$ cat src/rtl/uart_tx.sv
// uart_tx: UART transmitter, LSB-first start/data/(parity)/stop framing.
// Bit timing counts clk directly, CLKS_PER_BIT clocks per bit.
// Optional parity bit is compiled in with the UART_TX_PARITY_EN macro;
// without it the frame is 8N1 and PARITY_ODD has no effect.
//
// state  | meaning
// IDLE   | line high, waiting for tx_start
// START  | start bit (line low)
// DATA   | shifting out buffer LSB-first, n counts bits sent
// PARITY | parity bit of the latched byte (UART_TX_PARITY_EN only)
// STOP   | stop bit (line high), tx_done follows on return to IDLE
module uart_tx #(
  parameter int CLKS_PER_BIT = 16,
  parameter int DATA_BITS    = 8,
  parameter int PARITY_ODD   = 0
) (
  input  logic                 clk,
  input  logic                 reset_n,
  input  logic [DATA_BITS-1:0] d_in,
  input  logic                 tx_start,
  output logic                 tx,
  output logic                 tx_busy,
  output logic                 tx_done
);

  localparam int S_W = $clog2(CLKS_PER_BIT);
  localparam int N_W = (DATA_BITS > 1) ? $clog2(DATA_BITS) : 1;
  localparam logic [S_W-1:0] S_LAST = S_W'(CLKS_PER_BIT - 1);
  localparam logic [N_W-1:0] N_LAST = N_W'(DATA_BITS - 1);

  if (CLKS_PER_BIT < 2 || DATA_BITS < 1 || PARITY_ODD < 0 || PARITY_ODD > 1) begin : g_param_check
    $error("uart_tx: CLKS_PER_BIT must be >= 2, DATA_BITS >= 1, PARITY_ODD 0 or 1");
  end

`ifdef UART_TX_PARITY_EN
  typedef enum logic [2:0] {IDLE, START, DATA, PARITY, STOP} state_t;
`else
  typedef enum logic [1:0] {IDLE, START, DATA, STOP} state_t;
`endif

  state_t               state, state_d;
  logic [S_W-1:0]       s, s_d;
  logic [N_W-1:0]       n, n_d;
  logic [DATA_BITS-1:0] buffer, buffer_d;
  logic                 tx_d, busy_d, done_d;
  logic                 bit_end;
`ifdef UART_TX_PARITY_EN
  logic                 par_bit, par_d;
`endif

  assign bit_end = (s == S_LAST);

  // Next-state logic; outputs are derived from the next state so they can be registered.
  always_comb begin
    state_d  = state;
    s_d      = s;
    n_d      = n;
    buffer_d = buffer;
    done_d   = 1'b0;
`ifdef UART_TX_PARITY_EN
    par_d    = par_bit;
`endif
    if (state != IDLE) s_d = bit_end ? '0 : s + S_W'(1);
    case (state)
      IDLE: begin
        if (tx_start) begin
          buffer_d = d_in;
          s_d      = '0;
          n_d      = '0;
          state_d  = START;
`ifdef UART_TX_PARITY_EN
          // Parity is taken from the byte as accepted, before it is shifted away.
          par_d    = (^d_in) ^ 1'(PARITY_ODD);
`endif
        end
      end
      START: if (bit_end) state_d = DATA;
      DATA: begin
        if (bit_end) begin
          buffer_d = buffer >> 1;
          n_d      = n + N_W'(1);
          if (n == N_LAST) begin
            n_d = '0;
`ifdef UART_TX_PARITY_EN
            state_d = PARITY;
`else
            state_d = STOP;
`endif
          end
        end
      end
`ifdef UART_TX_PARITY_EN
      PARITY: if (bit_end) state_d = STOP;
`endif
      STOP: begin
        if (bit_end) begin
          state_d = IDLE;
          done_d  = 1'b1;
        end
      end
      default: state_d = IDLE;
    endcase

    tx_d = 1'b1;
    case (state_d)
      START:   tx_d = 1'b0;
      DATA:    tx_d = buffer_d[0];
`ifdef UART_TX_PARITY_EN
      PARITY:  tx_d = par_d;
`endif
      default: tx_d = 1'b1;
    endcase
    busy_d = (state_d != IDLE);
  end

  // State, counters and registered outputs; reset abandons any frame in flight.
  always_ff @(posedge clk or negedge reset_n) begin
    if (!reset_n) begin
      state   <= IDLE;
      s       <= '0;
      n       <= '0;
      buffer  <= '0;
      tx      <= 1'b1;
      tx_busy <= 1'b0;
      tx_done <= 1'b0;
`ifdef UART_TX_PARITY_EN
      par_bit <= 1'b0;
`endif
    end else begin
      state   <= state_d;
      s       <= s_d;
      n       <= n_d;
      buffer  <= buffer_d;
      tx      <= tx_d;
      tx_busy <= busy_d;
      tx_done <= done_d;
`ifdef UART_TX_PARITY_EN
      par_bit <= par_d;
`endif
    end
  end

endmodule

$ cat config.mk
export PLATFORM = sky130hd
export DESIGN_NAME = uart_tx
export DESIGN_NICKNAME = d
export VERILOG_FILES = /design/src/rtl/uart_tx.sv
export SDC_FILE = /design/constraint.sdc
export NUM_CORES = 1
export LEC_CHECK = 0
export CORE_MARGIN = 1
export CORE_UTILIZATION = 52
export DETAILED_ROUTE_END_ITERATION = 8
export GPL_ROUTABILITY_DRIVEN = 0
export MAX_ROUTING_LAYER = met4
export PLACE_DENSITY = 0.89
export SETUP_SLACK_MARGIN = 0.4
export SYNTH_ARGS = -nofsm -noshare
export SYNTH_HDL_FRONTEND = slang
export SYNTH_SLANG_ARGS = --single-unit
$ cat constraint.sdc
create_clock -name clk -period 2.1 [get_ports clk]
set_clock_uncertainty 0.05 [all_clocks]
set_input_delay 0.315 -clock clk [delete_from_list [all_inputs] [get_ports clk]]
set_output_delay 0.315 -clock clk [all_outputs]
set_load 0.005 [all_outputs]
==> summary.txt <==
==========================================================================================
Result of the run                                                                completed
Number of failing setup endpoints in the final timing report                             0
1st-pass router iterations                                                               4
CP peak stage delay                                                                0.41 ns
Top Usage Layer GRT                                                                   met2
Max-slew violations                                                                      0
Async SR Flop Fraction                                                                100%
Data required time at the worst endpoint                                           2.29 ns
Number of antenna violations at the first check in global routing                        0
Buffers added on ports                                                                  13
Global-route total usage across every layer                                          22.1%
Mapped Cells                                                                            92
Max FO, Critical Path                                                                    4
Most frequent standard cell in the layout excluding fill and tap cells        sky130_fd_sc_hd__dfrtp_1
Sum of overflow across all layers after global routing                                   0
Most used cells in the layout excluding fill and tap cells                    sky130_fd_sc_hd__dfrtp_1, sky130_fd_sc_hd__nand2_1, sky130_fd_sc_hd__clkdlybuf4s50_1
Warnings from Yosys                                                                      0
Max-cap violations                                                                       0
Setup slack at placement                                                          0.131 ns
Nature of the critical path endpoint                                                  flop
Post-layout min period                                                             1.66 ns
RSZ-0062 raised after global routing                                                  true
TritonCTS Buffers                                                                        3
Post-synthesis to final-layout area growth                                           24.7%
Min-delay worst type                                                           in -> async
Clock edge transition at the registers on the reported setup and hold paths        0.12 ns
Crit share post-route                                                                79.2%
Routing usage on met3                                                                3.60%
Area of the placeable core                                                        1750 um2
Vias in the first global route                                                         692
Worst vdd rail ir drop                                                            0.765 mV
Hold_buf cts                                                                             0
CTS HTree Levels                                                                         1
Detailed placement HPWL                                                            1330 um
Vertical extent of the die                                                         45.2 um
Sink Count                                                                              20
Pleak                                                                             0.539 nW
Number of enable-type register cells in the synthesized netlist                          0
Starting Density                                                                     55.7%
DIE WIDTH                                                                          45.2 um
Hold Violations, Final                                                                   0
I/O pins                                                                                14
Post-synthesis average cell area                                                  10.6 um2
Power density normalized to cell area                                          1250 nW/um2
Global Route met1 Usage                                                              28.4%
Routing usage on met2                                                                33.6%
Main synth FF type                                                            sky130_fd_sc_hd__dfrtp_1
First-pass GRT wire length                                                         3040 um
Number of DRC markers in iteration 0                                                    27
Post-layout net count                                                                  129
Series of cell instances along the critical path                              ha_2 -> and4b_2 -> and3_1 -> a221o_1 -> o31a_1
Slowest stage cell on the critical path                                       sky130_fd_sc_hd__dfrtp_1
Cell Area, Synth                                                                   972 um2
Total of flip-flops plus latches after synthesis                                        20
CTS Root Buffer Type                                                          sky130_fd_sc_hd__clkbuf_4
Data arrival time of the critical path                                             1.85 ns
Number of routed nets with antenna violations                                            0
Slew Limit Headroom                                                                  64.5%
Clock Path Buffers                                                                       2
Clock network latency to the later pin of the worst-skew pair                      0.31 ns
Worst Tran Pin Value                                                              0.531 ns
Average wire per standard cell                                                     14.0 um
ANT cells                                                                                0
Maximum number of pins on one net before global-route repair                            17
TritonCTS clock tree                                                                  done
Total Neg Setup Slack                                                                 0 ns
Number of vias per cell                                                               5.60
Yosys cell types                                                                        31
Maximum frequency from static timing analysis                                    0.601 GHz
Post-route worst setup slack                                                      0.437 ns
Via count                                                                              779
Fraction of final layout cells with drive strength greater than 1                    16.7%
Number of cell rows                                                                     15
Classification of the worst setup path                                          reg -> reg
Sequential share of the synthesized area                                             51.6%
Final wirelength                                                                   1940 um
Net count after synthesis                                                              106
Number of remaining DRC errors                                                           0
DIE AREA                                                                          2050 um2
Startpoint type of the worst setup path                                               flop
==========================================================================================
==> routing by layer <==
| metal | wire, um | vias to the layer above |
|---|---|---|
| li1 | - | 376 |
| met1 | 937 | 387 |
| met2 | 917 | 11 |
| met3 | 47 | 5 |
| met4 | 38 | 0 |
| met5 | 0 | - |
==> layout make-up <==
| type | instances | area (um2) |
|---|---|---|
| clock buffers | 4 | 26.3 |
| flip-flops and latches | 20 | 502 |
| well taps | 25 | 31.3 |
| fillers | 130 | 533 |
| multi-input cells | 67 | 445 |
| repair buffers | 23 | 208 |
==> timing repair <==
action / in CTS / in global routing
endpoints found under the setup margin: 1 / 2
gates resized for setup: 0 / 2
gates cloned: 0 / 0
pin swaps: 2 / 0
buffers inserted: 5 / 1
==> cells in the mapped netlist, types with 2 or more instances <==
| library cell | count | area (um2) |
|---|---|---|
| sky130_fd_sc_hd__nand3b_1 | 2 | 15.0 |
| sky130_fd_sc_hd__nand2_1 | 17 | 63.8 |
| sky130_fd_sc_hd__nor2_1 | 5 | 18.8 |
| sky130_fd_sc_hd__a22oi_1 | 6 | 45.0 |
| sky130_fd_sc_hd__o21ai_0 | 5 | 25.0 |
| sky130_fd_sc_hd__and3_1 | 2 | 12.5 |
| sky130_fd_sc_hd__clkbuf_1 | 3 | 11.3 |
| sky130_fd_sc_hd__dfrtp_1 | 19 | 475 |
| sky130_fd_sc_hd__o31ai_1 | 2 | 15.0 |
| sky130_fd_sc_hd__nand3_1 | 2 | 10.0 |
| sky130_fd_sc_hd__ha_1 | 3 | 37.5 |
| sky130_fd_sc_hd__a22o_1 | 6 | 52.6 |
| sky130_fd_sc_hd__and2_1 | 2 | 12.5 |
==> final timing paths <==
path | slack [ns] | depth (start not counted) | start | endpoint
max | 0.44 | 5 | s[1] | tx
min | 0.28 | 1 | reset_n | s[1]
max reg2reg | 0.44 | 5 | s[1] | tx
min reg2reg | 0.43 | 2 | buffer[1] | buffer[1]
max in group asynchronous | 1.18 | 2 | reset_n | n[1]
min in group clk | 0.43 | 2 | buffer[1] | buffer[1]
==> cells by family after synthesis <==
| logic type | Yosys count | synth area share [%] |
|---|---|---|
| AO/OA/AOI/OAI | 24 | 18.7 |
| XOR/XNOR | 2 | 1.80 |
| adder cells (fa/ha/maj) | 3 | 3.86 |
| buffers and inverters | 5 | 3.09 |
| flip-flops | 20 | 51.6 |
| multiplexers | 1 | 1.03 |
| AND/OR/NAND/NOR | 37 | 19.9 |
==> through the flow <==
step	util, %	instance area, um2	cells	power [mW]	hold WS, ns
after global routing	69.5	1210	139	1.62	0.315
after detailed placement	65.1	1140	129	1.24	0.407
final	69.5	1210	139	1.51	0.284
after floorplan	-	975	92	1.08	-0.0306
after global placement	65.1	1140	129	1.21	0.408
after CTS	68.7	1200	138	1.49	0.296
==> critical path: cells and delay by family (launching register included) <==
kind            cells  cell delay [ns]
flops               1             0.41
simple gates        2             0.42
compound gates      2             0.51
fa+ha+maj           1             0.20
==> state kept, by name, indices dropped and copies added (netlist names) <==
signal / cells
tx_done: 1
state: 2
s: 4
n: 3
buffer: 8
tx: 1
tx_busy: 1
==> report_power, final <==
group          internal, mW  switching, mW
combinational         0.339          0.320
clock                0.0743          0.122
sequential            0.552          0.105
No activity file was read; power rests on OpenSTA's default activity.
